**config.mk**
```make
export PLATFORM = sky130hd
export DESIGN_NAME = regfile_scoreboard
export DESIGN_NICKNAME = d
export VERILOG_FILES = /design/src/rtl/rf_pkg.sv /design/src/rtl/rf_scoreboard.sv /design/src/rtl/regfile_scoreboard.sv
export SDC_FILE = /design/constraint.sdc
export NUM_CORES = 1
export LEC_CHECK = 0
export CORE_ASPECT_RATIO = 1.4
export CORE_MARGIN = 2
export CORE_UTILIZATION = 62
export DETAILED_ROUTE_END_ITERATION = 10
export GPL_TIMING_DRIVEN = 0
export HOLD_SLACK_MARGIN = 0.15
export PLACE_DENSITY_LB_ADDON = 0.05
export SLEW_MARGIN = 30
export SYNTH_ARGS = -nofsm -noshare
export SYNTH_HDL_FRONTEND = slang
export SYNTH_HIERARCHICAL = 1
export SYNTH_SLANG_ARGS = --single-unit
```
**constraint.sdc**
```tcl
create_clock -name clock_reg -period 7.3 [get_ports clock_reg]
set_clock_uncertainty 0.2 [all_clocks]
set_input_delay 1.46 -clock clock_reg [delete_from_list [all_inputs] [get_ports clock_reg]]
set_output_delay 1.46 -clock clock_reg [all_outputs]
set_load 0.05 [all_outputs]
```
**src/rtl/rf_pkg.sv**
```systemverilog
// Shared definitions for the register file with busy scoreboard:
// default geometry, a constant-foldable clog2 and a population count.
package rf_pkg;

  localparam int RF_DATA_WIDTH = 8;
  localparam int RF_DEPTH      = 8;
  // Largest supported register count; popcount operates on this width.
  localparam int RF_MAX_DEPTH  = 64;

  // Smallest n with 2**n >= value; used for address and counter widths.
  function automatic int rf_clog2(input int value);
    int result;
    result = 0;
    for (int i = 0; i < 31; i++) begin
      if ((1 << i) < value) result = i + 1;
    end
    return result;
  endfunction

  // Number of set bits; callers zero-extend narrower vectors.
  function automatic int rf_popcount(input logic [RF_MAX_DEPTH-1:0] vec);
    int count;
    count = 0;
    for (int i = 0; i < RF_MAX_DEPTH; i++) begin
      count += int'(vec[i]);
    end
    return count;
  endfunction

endpackage

```
**src/rtl/rf_scoreboard.sv**
```systemverilog
// Per-register busy tracking. A reserve marks a register pending, a write
// clears it; a same-address reserve wins. Exposes the next-state vector so
// the read ports and the busy counter see this cycle's updates.
module rf_scoreboard
  import rf_pkg::*;
#(
  parameter int DEPTH       = RF_DEPTH,
  parameter bit ZERO_REG    = 1'b1,
  localparam int ADDR_WIDTH  = rf_clog2(DEPTH),
  localparam int COUNT_WIDTH = rf_clog2(DEPTH + 1)
) (
  input  logic                   clock_reg,
  input  logic                   reset,
  input  logic                   write_enable,
  input  logic [ADDR_WIDTH-1:0]  write_address,
  input  logic                   reserve_enable,
  input  logic [ADDR_WIDTH-1:0]  reserve_address,
  output logic [DEPTH-1:0]       busy_next,
  output logic [COUNT_WIDTH-1:0] busy_count_next
);

  logic [DEPTH-1:0]        busy;
  logic [RF_MAX_DEPTH-1:0] busy_wide;

  // Next-state busy: clear on writeback, then set on reserve so reserve wins.
  always_comb begin
    // NOTE: every output of a combinational block gets a default first, so no
    // path leaves it unassigned and no latch is inferred.
    busy_next = busy;
    if (write_enable)   busy_next[write_address]   = 1'b0;
    if (reserve_enable) busy_next[reserve_address] = 1'b1;
    if (ZERO_REG)       busy_next[0]               = 1'b0;
  end

  // Count pending registers in the next-state vector.
  always_comb begin
    busy_wide              = '0;
    busy_wide[DEPTH-1:0]   = busy_next;
    busy_count_next        = COUNT_WIDTH'(rf_popcount(busy_wide));
  end

  // Busy state register; reset drops every outstanding reservation.
  always_ff @(posedge clock_reg) begin
    // NOTE: sequential state uses non-blocking assignments so all flops
    // sample their inputs from before the edge, regardless of block order.
    if (reset) busy <= '0;
    else       busy <= busy_next;
  end

endmodule

```
**src/rtl/regfile_scoreboard.sv**
```systemverilog
// Parametrised register file: one write port, two registered read ports with
// same-cycle write forwarding, optional hardwired zero register, and per-port
// busy flags plus a busy count from the reservation scoreboard.
module regfile_scoreboard
  import rf_pkg::*;
#(
  parameter int DATA_WIDTH  = RF_DATA_WIDTH,
  parameter int DEPTH       = RF_DEPTH,
  parameter bit ZERO_REG    = 1'b1,
  localparam int ADDR_WIDTH  = rf_clog2(DEPTH),
  localparam int COUNT_WIDTH = rf_clog2(DEPTH + 1)
) (
  input  logic                   clock_reg,
  input  logic                   reset,
  input  logic                   write_enable,
  input  logic [ADDR_WIDTH-1:0]  write_address,
  input  logic [DATA_WIDTH-1:0]  write_data,
  input  logic                   reserve_enable,
  input  logic [ADDR_WIDTH-1:0]  reserve_address,
  input  logic [ADDR_WIDTH-1:0]  register_address1,
  input  logic [ADDR_WIDTH-1:0]  register_address2,
  output logic [DATA_WIDTH-1:0]  register_data1,
  output logic [DATA_WIDTH-1:0]  register_data2,
  output logic                   register_busy1,
  output logic                   register_busy2,
  output logic [COUNT_WIDTH-1:0] busy_count
);

  logic [DATA_WIDTH-1:0]  registers [DEPTH];
  logic                   write_accept;
  logic [DATA_WIDTH-1:0]  read_data1_next;
  logic [DATA_WIDTH-1:0]  read_data2_next;
  logic [DEPTH-1:0]       busy_next;
  logic [COUNT_WIDTH-1:0] busy_count_next;

  // Writes to the hardwired zero register are dropped entirely.
  assign write_accept = write_enable && !(ZERO_REG && (write_address == '0));

  // Forwarding: an accepted write to the addressed register bypasses the array.
  assign read_data1_next = (ZERO_REG && (register_address1 == '0)) ? '0 :
                           (write_accept && (register_address1 == write_address)) ? write_data :
                           registers[register_address1];
  assign read_data2_next = (ZERO_REG && (register_address2 == '0)) ? '0 :
                           (write_accept && (register_address2 == write_address)) ? write_data :
                           registers[register_address2];

  rf_scoreboard #(
    .DEPTH    (DEPTH),
    .ZERO_REG (ZERO_REG)
  ) u_scoreboard (
    .clock_reg       (clock_reg),
    .reset           (reset),
    .write_enable    (write_enable),
    .write_address   (write_address),
    .reserve_enable  (reserve_enable),
    .reserve_address (reserve_address),
    .busy_next       (busy_next),
    .busy_count_next (busy_count_next)
  );

  // Register array: cleared by reset, written on accepted writeback.
  always_ff @(posedge clock_reg) begin
    // NOTE: the array is reset because the datapath relies on every register
    // reading zero after reset; it maps to flops, not a RAM macro.
    if (reset) begin
      for (int i = 0; i < DEPTH; i++) registers[i] <= '0;
    end else if (write_accept) begin
      registers[write_address] <= write_data;
    end
  end

  // Registered read outputs, busy flags and busy count (1-cycle latency).
  always_ff @(posedge clock_reg) begin
    if (reset) begin
      register_data1 <= '0;
      register_data2 <= '0;
      register_busy1 <= 1'b0;
      register_busy2 <= 1'b0;
      busy_count     <= '0;
    end else begin
      register_data1 <= read_data1_next;
      register_data2 <= read_data2_next;
      register_busy1 <= busy_next[register_address1];
      register_busy2 <= busy_next[register_address2];
      busy_count     <= busy_count_next;
    end
  end

endmodule

```
==> Yosys cells after proc, flatten, opt, wreduce, memory -nomap -nowiden <==
Memory sizes are Yosys's and may differ from the RTL's. A register that Yosys moved wholly into a read port is not among the register bits.
Index checks and enable logic that the tools add are counted.
{ "word_totals": {"register_bits": 14, "ram_bits": 64, "in_bits": 24, "output_inout_bits": 22, "word_cells": 49, "mem_count": 1} }
{ "mem_list": {"columns": ["memory", "words", "word_bits", "read_ports", "rd_clocked_by_memory_dff", "write_ports", "line_no", "source"], "rows": [
  ["registers", 8, 8, 2, 2, 8, "regfile_scoreboard.sv:29", "logic [DATA_WIDTH-1:0] registers [DEPTH];"]
]} }
{ "classes": {"add_sub_neg": 6, "order_cmp": 6, "mux": 18, "bitwise": 3, "reduce_logical": 10} }
{ "ops": {"columns": ["op", "n"], "rows": [
  ["$mux 8", 3],
  ["$add 4x2->4", 5],
  ["$lt 3x4->1 const B", 4],
  ["$mux 1", 10],
  ["$logic_not 3->1", 3],
  ["$and 8x8->8", 1],
  ["$not 8->8", 1],
  ["$or 8x8->8", 1],
  ["$reduce_or 8->1", 1],
  ["$bmux 1 s3", 2],
  ["$demux 1 s3", 2],
  ["$ge 3x1->1 const B", 2],
  ["$reduce_or 2->1", 2],
  ["$logic_and 1x1->1", 3],
  ["$mux 3", 1],
  ["$add 1x1->2", 1],
  ["$logic_not 1->1", 1]
]} }

==> Longest topological paths before layout <==
Gate-level depths: netlist of run 1.
{ "depth": {"word_depth": 15, "depth_mapped": 7, "ltp_nobuf": 7} }

==> Cells and area by module <==
Netlist of run 1, hierarchy kept.
{ "modules_own_cells": {"columns": ["mod", "instances", "cells_each", "area_per_inst_um2"], "rows": [
  ["regfile_scoreboard", 1, 287, 4424.2],
  ["rf_scoreboard", 1, 62, 580.6]
]} }

==> Least setup slack after synthesis of run 1 <==
Ideal clock, no wire load.
{ "synth_timing": {"path_type": "input port to flip-flop", "startpoint": "in reserve_address[2]", "endpoint": "reg busy_count[1]", "setup_ns": 0.114, "arrival_time_ns": 3.397, "required_time_ns": 6.986, "path_slack_ns": 3.589, "stages": 6, "n_path_buf": 0, "path_cell_list": "or2_2 > o22ai_1 > fa_1 > fa_1 > fa_1 > nor2b_1"} }
{ "synth_between": {"elab_chain_len": 12, "elab_cells_between_ends": 13, "classes_between": "6 x add/sub; 2 x order compare; 3 x mux; 1 x bitwise; 1 x reduce/logical"} }
{ "synth_lines": {"columns": ["element", "line_no", "source"], "rows": [
  ["start, declared", "regfile_scoreboard.sv:19", "input logic [ADDR_WIDTH-1:0] reserve_address,"],
  ["$lt 3x4->1 (not written as such) or $ge 3x1->1 (tied branches)", "rf_scoreboard.sv:31", "if (reserve_enable) busy_next[reserve_address] = 1'b1;"],
  ["$logic_and 1x1->1 (not written as such)", "rf_scoreboard.sv:31", null],
  ["$mux 1 (not written as such)", "rf_scoreboard.sv:31", null],
  ["$demux 1 s3 *", null, null],
  ["$or 8x8->8 (no line) *", null, null],
  ["$mux 8 *", "rf_scoreboard.sv:31", null],
  ["named net busy_next[1]", "regfile_scoreboard.sv:33", "logic [DEPTH-1:0] busy_next;"],
  ["$add 1x1->2 *", "rf_pkg.sv:25", "count += int'(vec[i]);"],
  ["$add 4x2->4 * (5 in a row)", "rf_pkg.sv:25", null],
  ["named net busy_count_next[1]", "regfile_scoreboard.sv:34", "logic [COUNT_WIDTH-1:0] busy_count_next;"],
  ["end signal, assigned", "regfile_scoreboard.sv:85", "busy_count <= busy_count_next;"],
  ["end, declared", "regfile_scoreboard.sv:26", "output logic [COUNT_WIDTH-1:0] busy_count"]
]} }
The timed path passes the listed nets; every way through them passes the cells marked *.
A chain may end at the register's enable or synchronous reset.

==> Worst setup path after layout of run 1 <==
{ "layout_timing": {"startpoint": "in write_address[2]", "endpoint": "reg busy_count[1]"} }
{ "layout_between": {"elab_cells_between_ends": 16, "classes_between": "6 x add/sub; 2 x order compare; 4 x mux; 3 x bitwise; 1 x reduce/logical"} }
{ "layout_lines": {"columns": ["element", "line_no", "source"], "rows": [
  ["start, declared", "regfile_scoreboard.sv:16", "input logic [ADDR_WIDTH-1:0] write_address,"],
  ["$lt 3x4->1 (not written as such) or $ge 3x1->1 (tied branches)", "rf_scoreboard.sv:30", "if (write_enable) busy_next[write_address] = 1'b0;"],
  ["$logic_and 1x1->1 (not written as such)", "rf_scoreboard.sv:30", null],
  ["$mux 1 (not written as such)", "rf_scoreboard.sv:30", null],
  ["$demux 1 s3 *", null, null],
  ["$not 8->8 (no line) *", null, null],
  ["$and 8x8->8 (no line) *", null, null],
  ["$mux 8 *", "rf_scoreboard.sv:30", null],
  ["$or 8x8->8 (no line)", null, null],
  ["$mux 8 *", "rf_scoreboard.sv:31", null],
  ["named net busy_next[3]", "regfile_scoreboard.sv:33", null],
  ["$add 4x2->4 * (5 in a row)", "rf_pkg.sv:25", null],
  ["named net busy_count_next[1]", "regfile_scoreboard.sv:34", null]
]} }
Marks and branches as above.

==> qor.csv, run 1 <==
stage,metric,value,unit
floorplan,dieArea,8820,sq um
critical_path,cp-end-kind,register,
layout,final_nets,440,
sta,slew_headroom,0.393,
synth,synthArstFlopShare,0,
drt,firstDrtPassIters,6,
layout,fin_cells,516,
synth,synth_edf_count,64,
sta,rsz0062_at_grt,false,
layout,multiInputGateArea,2310,sq um
synth,ys_seq_elements,93,
hold_path,hold_path_end,u_scoreboard/busy[6],
clock_tree,cts_tree,yes,
clock_tree,cts_hold_buffers,0,
drt,viasPerCell,6.07,
layout,n_fill_cell,548,
grt,grt_util_all_layers,0.275,
clock_tree,post_cts_buffers,0,
clock_tree,clk_transition_reported_paths,0.09,ns
drt,totalWireLength,11200,microns
synth,syn_area_per_cell,14.3,sq um
drt,wire_per_inst,21.6,microns
critical_path,required,7.34,ns
grt,grt_max_degree,16,
layout,finalInstanceArea,5790,sq um
place,port-buffer-count,44,
clock_tree,htreeDepth,3,
synth,yosysSeqAreaShare,0.500,
hold_path,min_from,u_scoreboard/busy[6],
critical_path,r2r_slack,4.51,ns
synth,synthesis.area,5000,sq um
synth,syn_inst,349,
grt,grt_pass1_wl,17300,microns
layout,layout.area.seq,2500,sq um
critical_path,critical-path-max-stage-delay,0.77,ns
critical_path,ff2ff_path_depth,6,
critical_path,reg2reg_to,busy_count[1],
floorplan,coreArea,7800,sq um
synth,yosysWarnings,6,
clock_tree,clk_path_buf_depth,2,
grt,first_global_vias,3249,
critical_path,startpoint_type,primary input,
power,ir_worst_vdd,0.158,mV
clock_tree,ctsRootBufferMaster,clkbuf_8,
job,drv_cap,0,
sta,min_period,4.56,ns
sta,finalHoldViolations,0,
sta,worstMarginPinSlew,0.903,ns
floorplan,die_w,79.9,microns
floorplan,num_io_pins,46,
sta,clock.fmax,0.219,GHz
floorplan,dieHeight,110,microns
critical_path,path_buf_inv,1,
layout,postLayoutCoreUtil,0.742,
layout,drive_gt1_frac,0.171,
place,numPlacedInstances,501,
power,power_density,205,nW/um^2
critical_path,cpLargestDelayFamily,adder cells,
hold_path,hold_depth,2,
floorplan,num_rows,38,
drt,via_count,3130,
sta,finalSetupTns,0,ns
hold_path,hp-class,reg2reg,
place,gp_congestion,0.782,
place,place_area,5600,sq um
drt,drt_iter0_drc,235,
clock_tree,cts.sinks,93,
drt,drc,0,
floorplan,start_util,0.642,
drt,drtAntennaViolNets,0,
clock_tree,cts_made_buffers,9,
place,dp_hpwl,8520,microns
synth,synthFlopType,edfxtp_1,
clock_tree,post_cts_resize_count,0,
layout,area.growth.synth_to_final,15.7,%
critical_path,reg2reg_from,u_scoreboard/busy[3],
critical_path,crit_fanout,12,
grt,grt_overflow,0,
critical_path,cpMostUsedCell,fa_1,
sta,finalSetupViolCount,0,
layout,antenna_cells,0,
power,leakage,0.00224,uW
run_status,status,"finished, final reports clean",
sta,fin_crit_sh,0.625,
grt,antenna_found_initial,0,
sta,slew_viol_final,0,
critical_path,crit_type,in2reg,
critical_path,cpMaxStageDelayCell,clkdlybuf4s50_1,
clock_tree,worst_skew_pair.late_latency,0.37,ns
critical_path,arrival,4.60,ns
critical_path,path_cells,clkdlybuf4s50_1 > and4b_1 > o21ai_0 > fa_1 > fa_1 > fa_1 > nor2b_1,
synth,synthDistinctLibCells,45,
## worst min-delay path: stages, from the launching register on
cell and delay [ns]:
dfxtp_1 0.32, nand2b_1 0.07, o22ai_1 0.06
## layer usage
| metal | track usage | vias to the layer above | share of wire |
|---|---|---|---|
| met3 | 0.0309 | 12 | 0.048 |
| met5 | 0 | - | 0 |
| met1 | 0.313 | 1548 | 0.38 |
| li1 | - | 1461 | - |
| met2 | 0.524 | 109 | 0.56 |
| met4 | 0.104 | 0 | 0.013 |
## power breakdown
part           leakage, uW  total [uW]  internal, uW  switching, uW
clock network    0.0000967         340           158            182
registers         0.000854         618           600           17.5
logic              0.00128         228           103            125
## cells in the final DEF, fill, tap and decap left out, drive strengths merged, types with 2 or more instances in the layout
cell type / instances
a21o: 2
a22o: 2
and2: 56
and4b: 3
and4bb: 3
buf: 16
clkbuf: 14
clkdlybuf4s50: 44
clkinv: 3
conb: 10
dfxtp: 29
edfxtp: 64
fa: 4
inv: 9
mux2i: 18
mux4: 36
nand2: 3
nand2b: 8
nand3: 2
nand4b: 3
nand4bb: 2
nor2: 10
nor2b: 6
nor3: 3
o211a: 16
o21a: 2
o21ai: 20
o22ai: 5
or2: 10
xnor2: 6
## how the worst max path moves through the flow
stage                  startpoint             to  cells past startpoint
2_1_floorplan  reserve_address[2]  busy_count[1]                      6
3_3_place_gp     write_address[2]  busy_count[1]                      7
3_5_place_dp     write_address[2]  busy_count[1]                      7
4_1_cts          write_address[2]  busy_count[1]                      7
5_1_grt          write_address[2]  busy_count[1]                      7
6_report         write_address[2]  busy_count[1]                      7
## through the flow
step           total power [uW]  worst slack, ns  hold WS [ns]
6_report                   1190             2.74         0.284
5_1_grt                    1220             2.67         0.309
4_1_cts                    1190             2.77         0.287
3_5_place_dp                855             2.37         0.273
3_3_place_gp                848             2.40         0.258
2_1_floorplan               777             3.59         0.249
## sequential cells by signal (all words and copies together) (netlist names)
signal,cells
register_data2,8
registers,64
register_busy1,1
register_busy2,1
register_data1,8
u_scoreboard/busy,7
busy_count,4
## Yosys cell counts (all sizes together) (2+ instances only)
cell | instances | share of area
a21o | 2 | 0.0033
a22o | 2 | 0.0035
and2 | 56 | 0.070
and4b | 3 | 0.0060
and4bb | 3 | 0.0075
buf | 16 | 0.034
clkbuf | 4 | 0.0040
conb | 2 | 0.0015
dfxtp | 29 | 0.12
edfxtp | 64 | 0.38
fa | 4 | 0.016
inv | 8 | 0.0060
mux2i | 18 | 0.036
mux4 | 36 | 0.17
nand2 | 3 | 0.0022
nand2b | 8 | 0.010
nand3 | 2 | 0.0040
nand4b | 3 | 0.0053
nand4bb | 2 | 0.0045
nor2 | 10 | 0.0075
nor2b | 6 | 0.0075
nor3 | 3 | 0.0030
o211a | 16 | 0.032
o21a | 2 | 0.0030
o21ai | 20 | 0.020
o22ai | 5 | 0.0063
or2 | 10 | 0.012
xnor2 | 6 | 0.010
## final cells by class
cell class	instances	area share
inverter	8	0.00519
buffer	20	0.0326
multi-input combinational	236	0.400
timing repair buffer	44	0.0761
sequential	93	0.432
clock buffer	10	0.0220
tap	100	0.0216
clock inverter	5	0.0106
## kinds of logic after synthesis
kind of cell	count (synthesis)	synth area share
AND/OR/NAND/NOR	112	0.145
AO/OA/AOI/OAI	50	0.0765
multiplexers	54	0.207
adder cells (fa/ha/maj)	4	0.0160
other	2	0.00150
buffers and inverters	28	0.0438
flip-flops	93	0.500
XOR/XNOR	6	0.0105
Note: power is estimated with default switching activity, not from simulation.
==> run 2: changes to the inputs <==
--- a/config.mk
+++ b/config.mk
@@ -7,7 +7,7 @@
 export LEC_CHECK = 0
 export CORE_ASPECT_RATIO = 1.4
 export CORE_MARGIN = 2
-export CORE_UTILIZATION = 62
+export CORE_UTILIZATION = 58
 export DETAILED_ROUTE_END_ITERATION = 10
 export GPL_TIMING_DRIVEN = 0
 export HOLD_SLACK_MARGIN = 0.15
==> constraint.sdc (replaced) <==
create_clock -name clock_reg -period 4.7 [get_ports clock_reg]
set_clock_uncertainty 0.2 [all_clocks]
set_input_delay 0.94 -clock clock_reg [delete_from_list [all_inputs] [get_ports clock_reg]]
set_output_delay 0.94 -clock clock_reg [all_outputs]
set_load 0.05 [all_outputs]
==> run 2 against run 1 <==
- utilization decreased by 4.7 points
- setup slack got worse by 2.1 ns
- sequential share of layout area decreased by 0.91 points
- first-iteration DRC count decreased by 46%
- routed wire length increased by 2.6%
- global-route usage decreased by 1.3 points
- critical path depth unchanged
- die area increased by 6.6%
==> qor.csv, run 2 (same netlist as run 1, synthesis figures left out) <==
stage,metric,value,unit,change
run_status,status,"finished, final reports clean",,unchanged
sta,worstMarginPinSlew,0.662,ns,was 0.903 ns
clock_tree,worst_skew_pair.late_latency,0.34,ns,was 0.37 ns
floorplan,start_util,0.588,,was 0.642
layout,reg_top3,"registers x64, register_data1 x8, register_data2 x8",,unchanged
sta,clock.fmax,0.247,GHz,
place,dp_hpwl,8690,microns,was 8520 microns
floorplan,num_rows,40,,was 38
critical_path,path_buf_inv,1,,unchanged
critical_path,required,4.71,ns,was 7.34 ns
drt,met2WireLength,6240,microns,was 6280 microns
layout,largest_register_ffs,64,,unchanged
layout,drive_gt1_frac,0.175,,was 0.171
floorplan,coreArea,8510,sq um,was 7800 sq um
drt,wl_met3,412,microns,was 535 microns
sta,worst_hold_slack,0.274,ns,was 0.284 ns
critical_path,path_depth,7,,unchanged
floorplan,die_w,82.5,microns,was 79.9 microns
drt,drt_iter0_drc,128,,was 235
drt,drc,0,,unchanged
layout,most-common-layout-cells,"edfxtp_1 (64), and2_1 (56), clkdlybuf4s50_1 (44), dfxtp_1 (29), mux4_2 (24)",,unchanged
critical_path,ff2ff_path_depth,6,,unchanged
sta,finalSetupTns,0,ns,unchanged
place,pre_cts_ws,0.293,ns,was 2.37 ns
power,power_density,347,nW/um^2,was 205 nW/um^2
drt,totalWireLength,11400,microns,was 11200 microns
layout,multiInputGateArea,2320,sq um,was 2310 sq um
drt,wire_per_inst,21.9,microns,was 21.6 microns
critical_path,path_cells,clkdlybuf4s50_1 > and4b_1 > o21ai_0 > fa_1 > fa_1 > fa_1 > nor2b_1,,unchanged
drt,wl_met1,4600,microns,was 4190 microns
sta,finalHoldViolations,0,,unchanged
sta,fin_crit_sh,0.861,,
clock_tree,htreeDepth,3,,unchanged
layout,regMostFlops,registers,,unchanged
clock_tree,cts_hold_buffers,0,,unchanged
grt,grt_max_degree,17,,was 16
critical_path,crit_type,in2reg,,unchanged
clock_tree,post_cts_buffers,0,,unchanged
drt,firstDrtPassIters,4,,was 6
critical_path,crit_fanout,12,,unchanged
grt,first_global_vias,3182,,was 3249
sta,layout_setup_ws,0.655,ns,was 2.74 ns
layout,final_common_cell,edfxtp_1,,unchanged
critical_path,cpMostUsedCell,fa_1,,unchanged
job,drv_cap,0,,unchanged
sta,slew_viol_final,0,,unchanged
critical_path,startpoint_type,primary input,,unchanged
floorplan,dieHeight,114,microns,was 110 microns
grt,grt_util_all_layers,0.263,,was 0.275
drt,highest_layer,met4,,unchanged
critical_path,critical-path-max-stage-delay,0.75,ns,was 0.77 ns
sta,min_period,4.05,ns,
drt,viasPerCell,6.05,,was 6.07
layout,layout.area.seq,2500,sq um,unchanged
clock_tree,clk_path_buf_depth,2,,unchanged
hold_path,hold_depth,2,,unchanged
layout,fin_cells,522,,was 516
grt,grt_pass1_wl,17600,microns,was 17300 microns
place,port-buffer-count,44,,unchanged
clock_tree,cts_made_buffers,9,,unchanged
sta,slew_headroom,0.554,,was 0.393
layout,area.growth.synth_to_final,18.1,%,was 15.7%
critical_path,cpMaxStageDelayCell,clkdlybuf4s50_1,,unchanged
clock_tree,cts_tree,yes,,unchanged
floorplan,dieArea,9400,sq um,was 8820 sq um
critical_path,arrival,4.06,ns,was 4.60 ns
place,gp_congestion,0.810,,was 0.782
critical_path,cpLargestDelayFamily,adder cells,,unchanged
clock_tree,post_cts_resize_count,0,,unchanged
drt,drtAntennaViolNets,0,,unchanged
place,numPlacedInstances,506,,was 501
layout,final_nets,440,,unchanged
layout,n_fill_cell,612,,was 548
clock_tree,ctsRootBufferMaster,clkbuf_16,,was clkbuf_8
clock_tree,cts.sinks,93,,unchanged
grt,grt_overflow,0,,unchanged
sta,finalSetupViolCount,0,,unchanged
layout,antenna_cells,0,,unchanged
power,ir_worst_vdd,0.244,mV,was 0.158 mV
drt,via_count,3156,,was 3130
sta,rsz0062_at_grt,false,,unchanged
critical_path,cp-end-kind,register,,unchanged
clock_tree,clk_transition_reported_paths,0.06,ns,was 0.09 ns
hold_path,hp-class,reg2reg,,unchanged
grt,antenna_found_initial,0,,unchanged
floorplan,num_io_pins,46,,unchanged
power,leakage,0.00229,uW,was 0.00224 uW
-- run 2: layout make-up --
type                            count  share of cell area
Multi-Input combinational cell    236               0.392
Inverter                            8             0.00508
Timing Repair Buffer               44              0.0745
Clock inverter                      6              0.0123
Tap cell                          105              0.0222
Buffer                             20              0.0320
Sequential cell                    93               0.423
Clock buffer                       10              0.0387
-- run 2: report_power, final --
group          internal (uW)  total (uW)  leakage [uW]  switching [uW]
registers                933         962      0.000854            28.3
logic                    160         353       0.00129             193
clock network            418         735      0.000149             317
-- run 2: through the flow --
step           total power (uW)  utilization  instance area, sq um
2_1_floorplan              1210            -                  5030
3_3_place_gp               1320        0.659                  5610
3_5_place_dp               1330        0.659                  5610
4_1_cts                    2050        0.694                  5910
5_1_grt                    2120        0.695                  5910
6_report                   2050        0.695                  5910
-- run 2: path summary, 6_finish.rpt --
path / from / to / slack [ns]
worst max-delay path: write_address[2] / busy_count[1] / 0.65
worst min-delay path: u_scoreboard/busy[3] / u_scoreboard/busy[3] / 0.27
worst max register to register: u_scoreboard/busy[3] / busy_count[1] / 1.92
worst min register to register: u_scoreboard/busy[3] / u_scoreboard/busy[3] / 0.27
-- run 2: routing by layer --
metal	vias up	global-route usage
met4	0	0.0874
met1	1587	0.317
li1	1466	-
met5	-	0
met3	16	0.0435
met2	87	0.469
-- run 2: worst reg2reg max path, cell delays in order (launching register included) --
cell and delay (ns):
dfxtp_1 0.33, inv_1 0.04, o21ai_0 0.53, fa_1 0.56, fa_1 0.43, fa_1 0.43
nor2b_1 0.13
